## config.mk

```make
export PLATFORM = sky130hd
export DESIGN_NAME = pe_seq_ctrl
export DESIGN_NICKNAME = d
export VERILOG_FILES = /design/src/rtl/pe_seq_ctrl.sv
export SDC_FILE = /design/constraint.sdc
export NUM_CORES = 1
export LEC_CHECK = 0
export BUFFER_PORTS_ARGS = -buffer_cell sky130_fd_sc_hd__buf_2
export CAP_MARGIN = 10
export CORE_MARGIN = 4
export CORE_UTILIZATION = 30
export DETAILED_ROUTE_END_ITERATION = 8
export SKIP_CTS_REPAIR_TIMING = 1
export SLEW_MARGIN = 40
export SYNTH_ARGS = -nofsm -noshare
export SYNTH_HDL_FRONTEND = slang
export SYNTH_SLANG_ARGS = --single-unit
```

## constraint.sdc

```tcl
create_clock -name clk -period 4.9 [get_ports clk]
set_input_delay 0.98 -clock clk [delete_from_list [all_inputs] [get_ports clk]]
set_output_delay 0.98 -clock clk [all_outputs]
set_load 0.02 [all_outputs]
```

## src/rtl/pe_seq_ctrl.sv

```systemverilog
// Drives one PE through a job: replays the instruction store, forwards num_data upstream samples, then counts num_out results.
// Instruction and sample outputs lag the store read/handshake by one cycle; upstream may stall freely, result wait aborts after TIMEOUT idle cycles.
module pe_seq_ctrl #(
  parameter int DATA_WIDTH = 16,
  parameter int INST_WIDTH = 32,
  parameter int INST_DEPTH = 16,
  parameter int LEN_WIDTH  = 8,
  parameter int TIMEOUT    = 1024,
  localparam int AW = $clog2(INST_DEPTH)
) (
  input  logic                    clk,
  input  logic                    rst,
  input  logic                    cfg_we,
  input  logic [AW-1:0]           cfg_addr,
  input  logic [INST_WIDTH-1:0]   cfg_wdata,
  input  logic                    start,
  input  logic [AW:0]             num_inst,
  input  logic [LEN_WIDTH-1:0]    num_data,
  input  logic [LEN_WIDTH-1:0]    num_out,
  input  logic                    s_data_v,
  input  logic [DATA_WIDTH*2-1:0] s_data,
  output logic                    s_data_rdy,
  output logic                    inst_in_v,
  output logic [INST_WIDTH-1:0]   inst_in,
  output logic                    din_pe_v,
  output logic [DATA_WIDTH*2-1:0] din_pe,
  input  logic                    dout_pe_v,
  output logic                    busy,
  output logic                    done,
  output logic                    err
);

  localparam int TW = $clog2(TIMEOUT + 1);

  typedef enum logic [2:0] {
    S_IDLE, S_LOAD_INST, S_LOAD_DATA, S_WAIT_OUT, S_DONE
  } state_t;

  state_t state, state_nxt;

  logic [INST_WIDTH-1:0] mem [INST_DEPTH];
  logic [AW:0]           num_inst_q, inst_idx;
  logic [LEN_WIDTH-1:0]  num_data_q, num_out_q, data_cnt, res_cnt;
  logic [TW-1:0]         to_cnt;

  logic start_ok, inst_last, hs, data_last, counting, res_inc, res_met, timeout;

  always_comb begin
    start_ok  = start && (num_inst != '0) && (num_inst <= (AW+1)'(INST_DEPTH));
    inst_last = (inst_idx == num_inst_q);
    hs        = s_data_v && s_data_rdy;
    data_last = hs && (data_cnt == num_data_q - LEN_WIDTH'(1));
    counting  = (state == S_LOAD_INST) || (state == S_LOAD_DATA) || (state == S_WAIT_OUT);
    // res_cnt saturates at num_out_q, so the +1 below cannot wrap
    res_inc   = counting && dout_pe_v && (res_cnt != num_out_q);
    res_met   = (res_cnt == num_out_q) || (res_inc && (res_cnt + LEN_WIDTH'(1) == num_out_q));
    timeout   = !dout_pe_v && (to_cnt == TW'(TIMEOUT - 1));
  end

  always_ff @(posedge clk or negedge rst) begin
    if (!rst) state <= S_IDLE;
    else      state <= state_nxt;
  end

  always_comb begin
    state_nxt = state;
    case (state)
      S_IDLE:      if (start_ok) state_nxt = S_LOAD_INST;
      S_LOAD_INST: if (inst_last) begin
        if (num_data_q != '0)     state_nxt = S_LOAD_DATA;
        else if (num_out_q != '0) state_nxt = S_WAIT_OUT;
        else                      state_nxt = S_DONE;
      end
      S_LOAD_DATA: if (data_last) state_nxt = res_met ? S_DONE : S_WAIT_OUT;
      S_WAIT_OUT: begin
        if (res_met)      state_nxt = S_DONE;
        else if (timeout) state_nxt = S_IDLE;
      end
      S_DONE:      state_nxt = S_IDLE;
      default:     state_nxt = S_IDLE;
    endcase
  end

  always_comb begin
    busy       = (state != S_IDLE) && (state != S_DONE);
    done       = (state == S_DONE);
    s_data_rdy = (state == S_LOAD_DATA) && (data_cnt < num_data_q);
  end

  // Store is only writable between jobs so a running replay never sees a torn program
  always_ff @(posedge clk) begin
    if (cfg_we && state == S_IDLE) mem[cfg_addr] <= cfg_wdata;
  end

  always_ff @(posedge clk or negedge rst) begin
    if (!rst) begin
      num_inst_q <= '0;
      num_data_q <= '0;
      num_out_q  <= '0;
      inst_idx   <= '0;
      data_cnt   <= '0;
      res_cnt    <= '0;
      to_cnt     <= '0;
      inst_in_v  <= 1'b0;
      inst_in    <= '0;
      din_pe_v   <= 1'b0;
      din_pe     <= '0;
      err        <= 1'b0;
    end else begin
      inst_in_v <= 1'b0;
      inst_in   <= '0;
      din_pe_v  <= hs;
      din_pe    <= hs ? s_data : '0;
      to_cnt    <= (state == S_WAIT_OUT && !dout_pe_v) ? to_cnt + TW'(1) : '0;
      if (hs)      data_cnt <= data_cnt + LEN_WIDTH'(1);
      if (res_inc) res_cnt  <= res_cnt + LEN_WIDTH'(1);

      if (state == S_IDLE && start_ok) begin
        num_inst_q <= num_inst;
        num_data_q <= num_data;
        num_out_q  <= num_out;
        inst_idx   <= (AW+1)'(1);
        data_cnt   <= '0;
        res_cnt    <= '0;
        err        <= 1'b0;
        inst_in_v  <= 1'b1;
        inst_in    <= mem['0];
      end else if (state == S_IDLE && start) begin
        err <= 1'b1;
      end

      if (state == S_LOAD_INST && !inst_last) begin
        inst_in_v <= 1'b1;
        inst_in   <= mem[inst_idx[AW-1:0]];
        inst_idx  <= inst_idx + (AW+1)'(1);
      end

      if (state == S_WAIT_OUT && !res_met && timeout) err <= 1'b1;
    end
  end

endmodule

```

Word level (Yosys, flattened, before mapping)
Memory sizes are Yosys's and may differ from the RTL's.
Index checks and enable logic that the tools add are counted.
{ "totals": {"regBits": 123, "output_inout_bits": 70, "elab_cells": 95, "mem_bits_rw": 512, "memories": 1} }
{ "mem_list": {"columns": ["memory", "depth", "width", "read_ports", "rd_ports_with_merged_regs", "wr", "line", "rtl"], "rows": [
  ["mem", 16, 32, 2, 0, 1, "41", "logic [INST_WIDTH-1:0] mem [INST_DEPTH];"]
]} }
{ "classes": {"n_addsub": 5, "n_mux": 26, "n_lt_le_gt_ge": 2, "reduce_logical": 33, "eq_ne": 15} }
{ "ops": {"columns": ["cell", "count"], "rows": [
  ["$mux 32", 3],
  ["$mux 8", 4],
  ["$eq 8x8->1", 3],
  ["$mux 3", 8],
  ["$logic_and 1x1->1", 17],
  ["$add 8x1->8 const B", 2],
  ["$reduce_bool 8->1", 2],
  ["$pmux 3 s4", 1],
  ["$add 11x1->11 const B", 1],
  ["$eq 11x10->1 const B", 1],
  ["$mux 11", 1],
  ["$mux 5", 2],
  ["$lt 8x8->1", 1],
  ["$ne 8x8->1", 1],
  ["$sub 8x1->8 const B", 1],
  ["$mux 1", 7],
  ["$eq 3x2->1 const B", 2],
  ["$ne 2x2->1 const B", 3],
  ["$ne 3x3->1 const B", 2],
  ["$reduce_bool 2->1", 3],
  ["$reduce_bool 3->1", 2],
  ["$add 5x1->5 const B", 1],
  ["$eq 5x5->1", 1],
  ["$le 5x5->1 const B", 1],
  ["other kinds (7)", 11]
]} }

Longest topological paths before layout
Gate-level depths: netlist of run 1.
{ "logic_depth": {"word_depth": 11, "mapped_depth": 10, "ltp_nobuf": 9} }

Least setup slack after synthesis of run 1
Ideal clock, no wire load.
{ "synth_timing": {"kind": "input -> register", "start": "input port cfg_we", "end": "memory mem[0][0], enable pin", "arrival_ns": 3.628, "cell_stages": 3, "n_path_buf": 0, "path_slack_ns": 0.810, "cell_sequence": "nand2_1 -> or3_1 -> nor3_1"} }
{ "synth_between": {"elab_chain_cells": 3} }
{ "synth_lines": {"columns": ["element", "line", "rtl"], "rows": [
  ["start, declared", "13", "input logic cfg_we,"],
  ["$logic_and 1x1->1", "92", "if (cfg_we && state == S_IDLE) mem[cfg_addr] <= cfg_wdata;"],
  ["$mux 1", "92", null],
  ["$mux 1 (not written as such)", "92", null],
  ["end, declared", "41", null]
]} }
Every way passes these cells.

Worst setup path in the final report of run 1
{ "layout_timing": {"start": "register data_cnt[1]", "end": "output port s_data_rdy"} }
{ "layout_between": {"elab_chain_cells": 2} }
{ "layout_lines": {"columns": ["element", "line", "rtl"], "rows": [
  ["start, declared", "43", "logic [LEN_WIDTH-1:0] num_data_q, num_out_q, data_cnt, res_cnt;"],
  ["start signal, assigned", "115", "if (hs) data_cnt <= data_cnt + LEN_WIDTH'(1);"],
  ["$lt 8x8->1", "87", "s_data_rdy = (state == S_LOAD_DATA) && (data_cnt < num_data_q);"],
  ["$logic_and 1x1->1", "87", null],
  ["end, declared", "22", "output logic s_data_rdy,"]
]} }
Every way passes these cells.

==> results.toml, run 1 <==
[final_layout]
areaGrowthSynthToFinish_pct = 19.3
fillers = 7554
drive_gt1_share_pct = 31.6
final_cell_mix = "edfxtp_1, buf_2, mux4_2"
nNetsFinal = 1631
stdcell_count = 2647
final_common_cell = "edfxtp_1"

[floorplan]
die_w_um = 296
fp-row-count = 105
ios = 165
coreArea_um2 = 82100
start_util_pct = 30.3
die_h_um = 296
dieArea_um2 = 87500

[timing]
max-slew-margin-rel_pct = 48.2
setup_violations = 0
whs_ps = 249
fmax_ghz = 0.315
finalCritPeriodShare_pct = 64.8
skew_ps = 27.2
hold_viol_final = 0
tightest_slew_ps = 775
period_needed_ps = 3180
slew_viol_final = 0
totalNegativeSetupSlack_ps = 0
rsz0062_at_grt = "no"

[placement]
globalplace.congestion = 0.824
dp.cells = 2513
portBuffers = 164
dp_hpwl_mm = 36.2

[clock_network]
clock_sinks = 635
cts_buffers = 69
clk_pin_slew_ps = 60
cts.path.max_buffers = 3
clock_latency_ps = 610
htreeDepth = 3
cts_tree = "yes"
root_buffer = "clkbuf_16"

[power_and_ir_drop]
vdd_drop_max_mv = 0.280
power.density_nw_per_um2 = 528
p_leak_uw = 0.0104

[routing]
ant_nets = 0
via_count = 12800
drcViolationCount = 0
avgViaCountPerCell = 4.83
first_pass_iters = 5
routed_wl_mm = 59.3
first_iter_violations = 1083
wl_per_cell_um = 22.4

[logic_synthesis]
syn_nets = 1418
synth_cell_type_count = 45
synth-edff-count = 512
ys_seq_area_share_pct = 74.3
async_flop_share_pct = 19.4
syn_area_um2 = 24800
syn_area_per_cell_um2 = 19.0
netlist_instances = 1309
yosysWarningCount = 0
synth.top_cell.area_share_pct = 61.9
synth-seq-cells = 635
yosys-top-cells-area = "edfxtp_1, mux4_2, dfrtp_1"
yosysTopAreaCell = "edfxtp_1"
synth_flop_cell = "edfxtp_1"

[setup_path]
cp.arrival_ps = 2200
endpoint_kind = "output pin"
rrSetupSlack_ps = 1750
worst-path-max-fanout = 6
critical_path_class = "register to output pin"
crit_path_max_incr_delay_ps = 460
cp_cell_sequence = "ha_1, nor2b_1, o31ai_1, a21oi_1, nor2_1, buf_2"
required_ps = 3920
crit_path_top_delay_cell = "dfrtp_1"
cp-start-kind = "register"

[global_route]
antenna_found_initial = 5
grt_pass1_wl_mm = 87.6
grt_usage_pct = 13.5
gr-total-overflow = 0
first_global_vias = 13200
grt_max_degree = 99

[run]
maxCapViolations = 0

[min_path]
hp-class = "primary input to asynchronous set/reset pin"

[status]
status = "completed"
## sequential cells by signal (all words and copies together), names as in the netlist
register and flops:
res_cnt 8, data_cnt 8, num_data_q 8, inst_idx 5
din_pe_v 1, inst_in 32, inst_in_v 1, mem 512
din_pe 32, num_out_q 8, state 3, err 1
num_inst_q 5, to_cnt 11
## final timing paths
check | startpoint | depth (start not counted) | end
max in group asynchronous | rst | 2 | data_cnt[2]
setup reg to reg | state[0] | 4 | mem[15][7]
min in group clk | to_cnt[0] | 1 | to_cnt[0]
hold reg to reg | to_cnt[0] | 1 | to_cnt[0]
hold / removal | rst | 1 | num_data_q[5]
setup / recovery | data_cnt[1] | 6 | s_data_rdy
## worst max-delay path, delay by kind of cell (launching register included)
kind / cells / cell delay, ps
flip-flops: 1 / 460
buffers and inverters: 1 / 190
adder cells (fa/ha/maj): 1 / 310
AO/OA/AOI/OAI: 2 / 340
AND/OR/NAND/NOR: 2 / 290
## per-stage QoR
step	total power (µW)	util (%)	instance area [µm²]	setup slack [ps]
after floorplan	9370	-	24800	810
after global placement	10500	33.1	27200	1450
after detailed placement	10600	33.1	27200	1690
after CTS	15900	35.9	29500	1720
after global routing	16400	36.1	29600	1550
final	15600	36.1	29600	1720
## Yosys cell counts, types with 5 or more instances
| cell type | count |
|---|---|
| buf_1 | 6 |
| mux4_2 | 160 |
| ha_1 | 14 |
| inv_1 | 46 |
| xor2_1 | 22 |
| edfxtp_1 | 512 |
| nor2_1 | 51 |
| clkbuf_1 | 47 |
| nand2_1 | 100 |
| o21ai_1 | 47 |
| nand4_1 | 9 |
| nor4_1 | 5 |
| buf_2 | 9 |
| xnor2_1 | 33 |
| nor3_1 | 9 |
| a21oi_1 | 7 |
| nand3_1 | 20 |
| o21ai_0 | 6 |
| and2_1 | 34 |
| dfrtp_1 | 123 |
| and3_1 | 8 |
## logic make-up after synthesis
| group | share of synthesized area (%) |
|---|---|
| mux | 14.6 |
| buf+inv | 1.71 |
| simple gates | 5.01 |
| compound gates | 1.73 |
| flops | 74.3 |
| xor+xnor | 1.94 |
| fa+ha+maj | 0.705 |
## cell type report
cell class	instances	area, µm²	share of cell area [%]
well taps	1070	1340	4.52
clock inverters	43	493	1.66
flip-flops and latches	635	18500	62.3
diodes	1	2.50	0.00844
repair buffers	205	1290	4.35
inverters	46	173	0.582
clock buffers	82	1790	6.02
multi-input cells	565	6100	20.6
## per-layer routing
metal / wire length, µm / track usage, %
met1: 25900 / 19.0
met2: 27900 / 21.4
met3: 4220 / 3.27
met4: 1160 / 3.16
met5: 13 / 0
## report_power, final
group	switching, µW	internal (µW)
sequential	420	6190
clock	2150	3060
combinational	1970	1850
total	4540	11100
Note: power is estimated with default switching activity, not from simulation.
==> run 2: changes to the inputs <==
- clock period: 4.9 -> 2.75 ns (I/O delays scaled with it)
==> results.toml, run 2 (synthesis gave the netlist of run 1 again) <==
[timing]
rsz0062_at_grt = "yes"
fmax_ghz = 0.370
slew_viol_final = 0
setup_violations = 0
tightest_slew_ps = 773
max-slew-margin-rel_pct = 48.5
whs_ps = -35.6
period_needed_ps = 2700
skew_ps = 33.7
finalCritPeriodShare_pct = 98.3
hold_viol_final = 12

[clock_network]
cts_buffers = 69
cts_tree = "yes"
clock_latency_ps = 620
cts.path.max_buffers = 3
root_buffer = "clkbuf_16"
htreeDepth = 3
clk_pin_slew_ps = 50
clock_sinks = 635

[final_layout]
nNetsFinal = 1647
final_common_cell = "edfxtp_1"
stdcell_count = 2667
top_register = "mem"
reg_top3 = "mem x512, din_pe x32, inst_in x32"
final_cell_mix = "edfxtp_1, buf_2, mux4_2"
largest_reg_flops = 512
drive_gt1_share_pct = 32.2
areaGrowthSynthToFinish_pct = 20.5

[power_and_ir_drop]
power.density_nw_per_um2 = 925
vdd_drop_max_mv = 0.506
p_leak_uw = 0.0105
p_total_uw = 27700

[placement]
dp_hpwl_mm = 33.4
portBuffers = 164
globalplace.congestion = 0.780
dp.cells = 2532

[floorplan]
ios = 165
fp-row-count = 105
die_h_um = 296
coreArea_um2 = 82100
die_w_um = 296
dieArea_um2 = 87500
start_util_pct = 30.3

[setup_path]
cp.arrival_ps = 2150
crit_path_top_delay_cell = "dfrtp_1"
worst-path-max-fanout = 4
cp_cell_sequence = "inv_2, ha_4, nor2b_1, o31ai_2, a21oi_2, nor2_1, buf_4"
crit_path_max_incr_delay_ps = 390
required_ps = 2200
endpoint_kind = "output pin"
cp-start-kind = "register"
critical_path_class = "register to output pin"

[min_path]
hp-class = "primary input to asynchronous set/reset pin"

[status]
violations = "negative hold slack"
status = "finished with violations"

[routing]
ant_nets = 0
routed_wl_mm = 59.6
first_pass_iters = 4
avgViaCountPerCell = 4.79
wl_per_cell_um = 22.4
via_count = 12800
drcViolationCount = 0
first_iter_violations = 1043

[global_route]
first_global_vias = 13200
grt_max_degree = 70
gr-total-overflow = 0
grt_usage_pct = 13.6
grt_pass1_wl_mm = 87.6
antenna_found_initial = 11

[run]
maxCapViolations = 0
run 2: cell count changes in the layout (fill, tap and decap cells not counted), sizes merged:
cell / delta
buf: +17
bufinv: -5
clkbuf: +1
clkinv: +6
diode: +4
inv: -3
run 2: layout make-up:
type,count,area (µm²)
well taps,1070,1340
clock buffers,84,1820
diodes,5,12.5
clock inverters,41,388
flip-flops and latches,635,18500
fillers,7520,52200
inverters,46,173
repair buffers,221,1620
multi-input cells,565,6130
run 2: path summary, 6_finish.rpt:
check,startpoint,endpoint,slack [ps],cells past startpoint
worst max-delay path,num_data_q[1],s_data_rdy,50,7
worst min-delay path,rst,din_pe[31],-40,1
worst min register to register,to_cnt[0],to_cnt[0],460,1
worst max register to register,res_cnt[0],state[0],140,7
min in group clk,num_out[4],num_out_q[4],150,3
max in group asynchronous,rst,to_cnt[9],1970,2
run 2: through the flow:
| stage | util [%] | hold slack [ps] | cell area (µm²) | setup TNS, ps | setup WS, ps |
|---|---|---|---|---|---|
| floorplan | - | 254 | 24900 | -137280 | -468 |
| global placement | 33.7 | 445 | 27700 | 0 | 181 |
| detailed placement | 33.7 | 461 | 27700 | 0 | 144 |
| CTS | 36.4 | -23.8 | 29900 | -128 | -128 |
| global route | 36.5 | 6.50 | 29900 | -52.9 | -52.9 |
| finish | 36.5 | -35.6 | 29900 | 0 | 47.0 |
run 2: metal layers:
metal  vias up  track usage [%]  wire, µm
met4         8             3.00      1010
li1       5573                -         -
met2       411             21.5     28200
met3        78             3.32      4420
met5         -                0        55
met1      6701             19.3     26000
run 2: critical path: cells and delay by family (launching register included):
kind | cells | cell delay [ps]
AND/OR/NAND/NOR | 2 | 260
adder cells (fa/ha/maj) | 1 | 210
flip-flops | 1 | 390
buffers and inverters | 2 | 280
AO/OA/AOI/OAI | 2 | 410
run 2: power by group:
part / switching, µW / leakage [µW] / internal (µW)
clock: 3790 / 0.00107 / 5080
sequential: 522 / 0.00623 / 11000
combinational: 3730 / 0.00319 / 3550
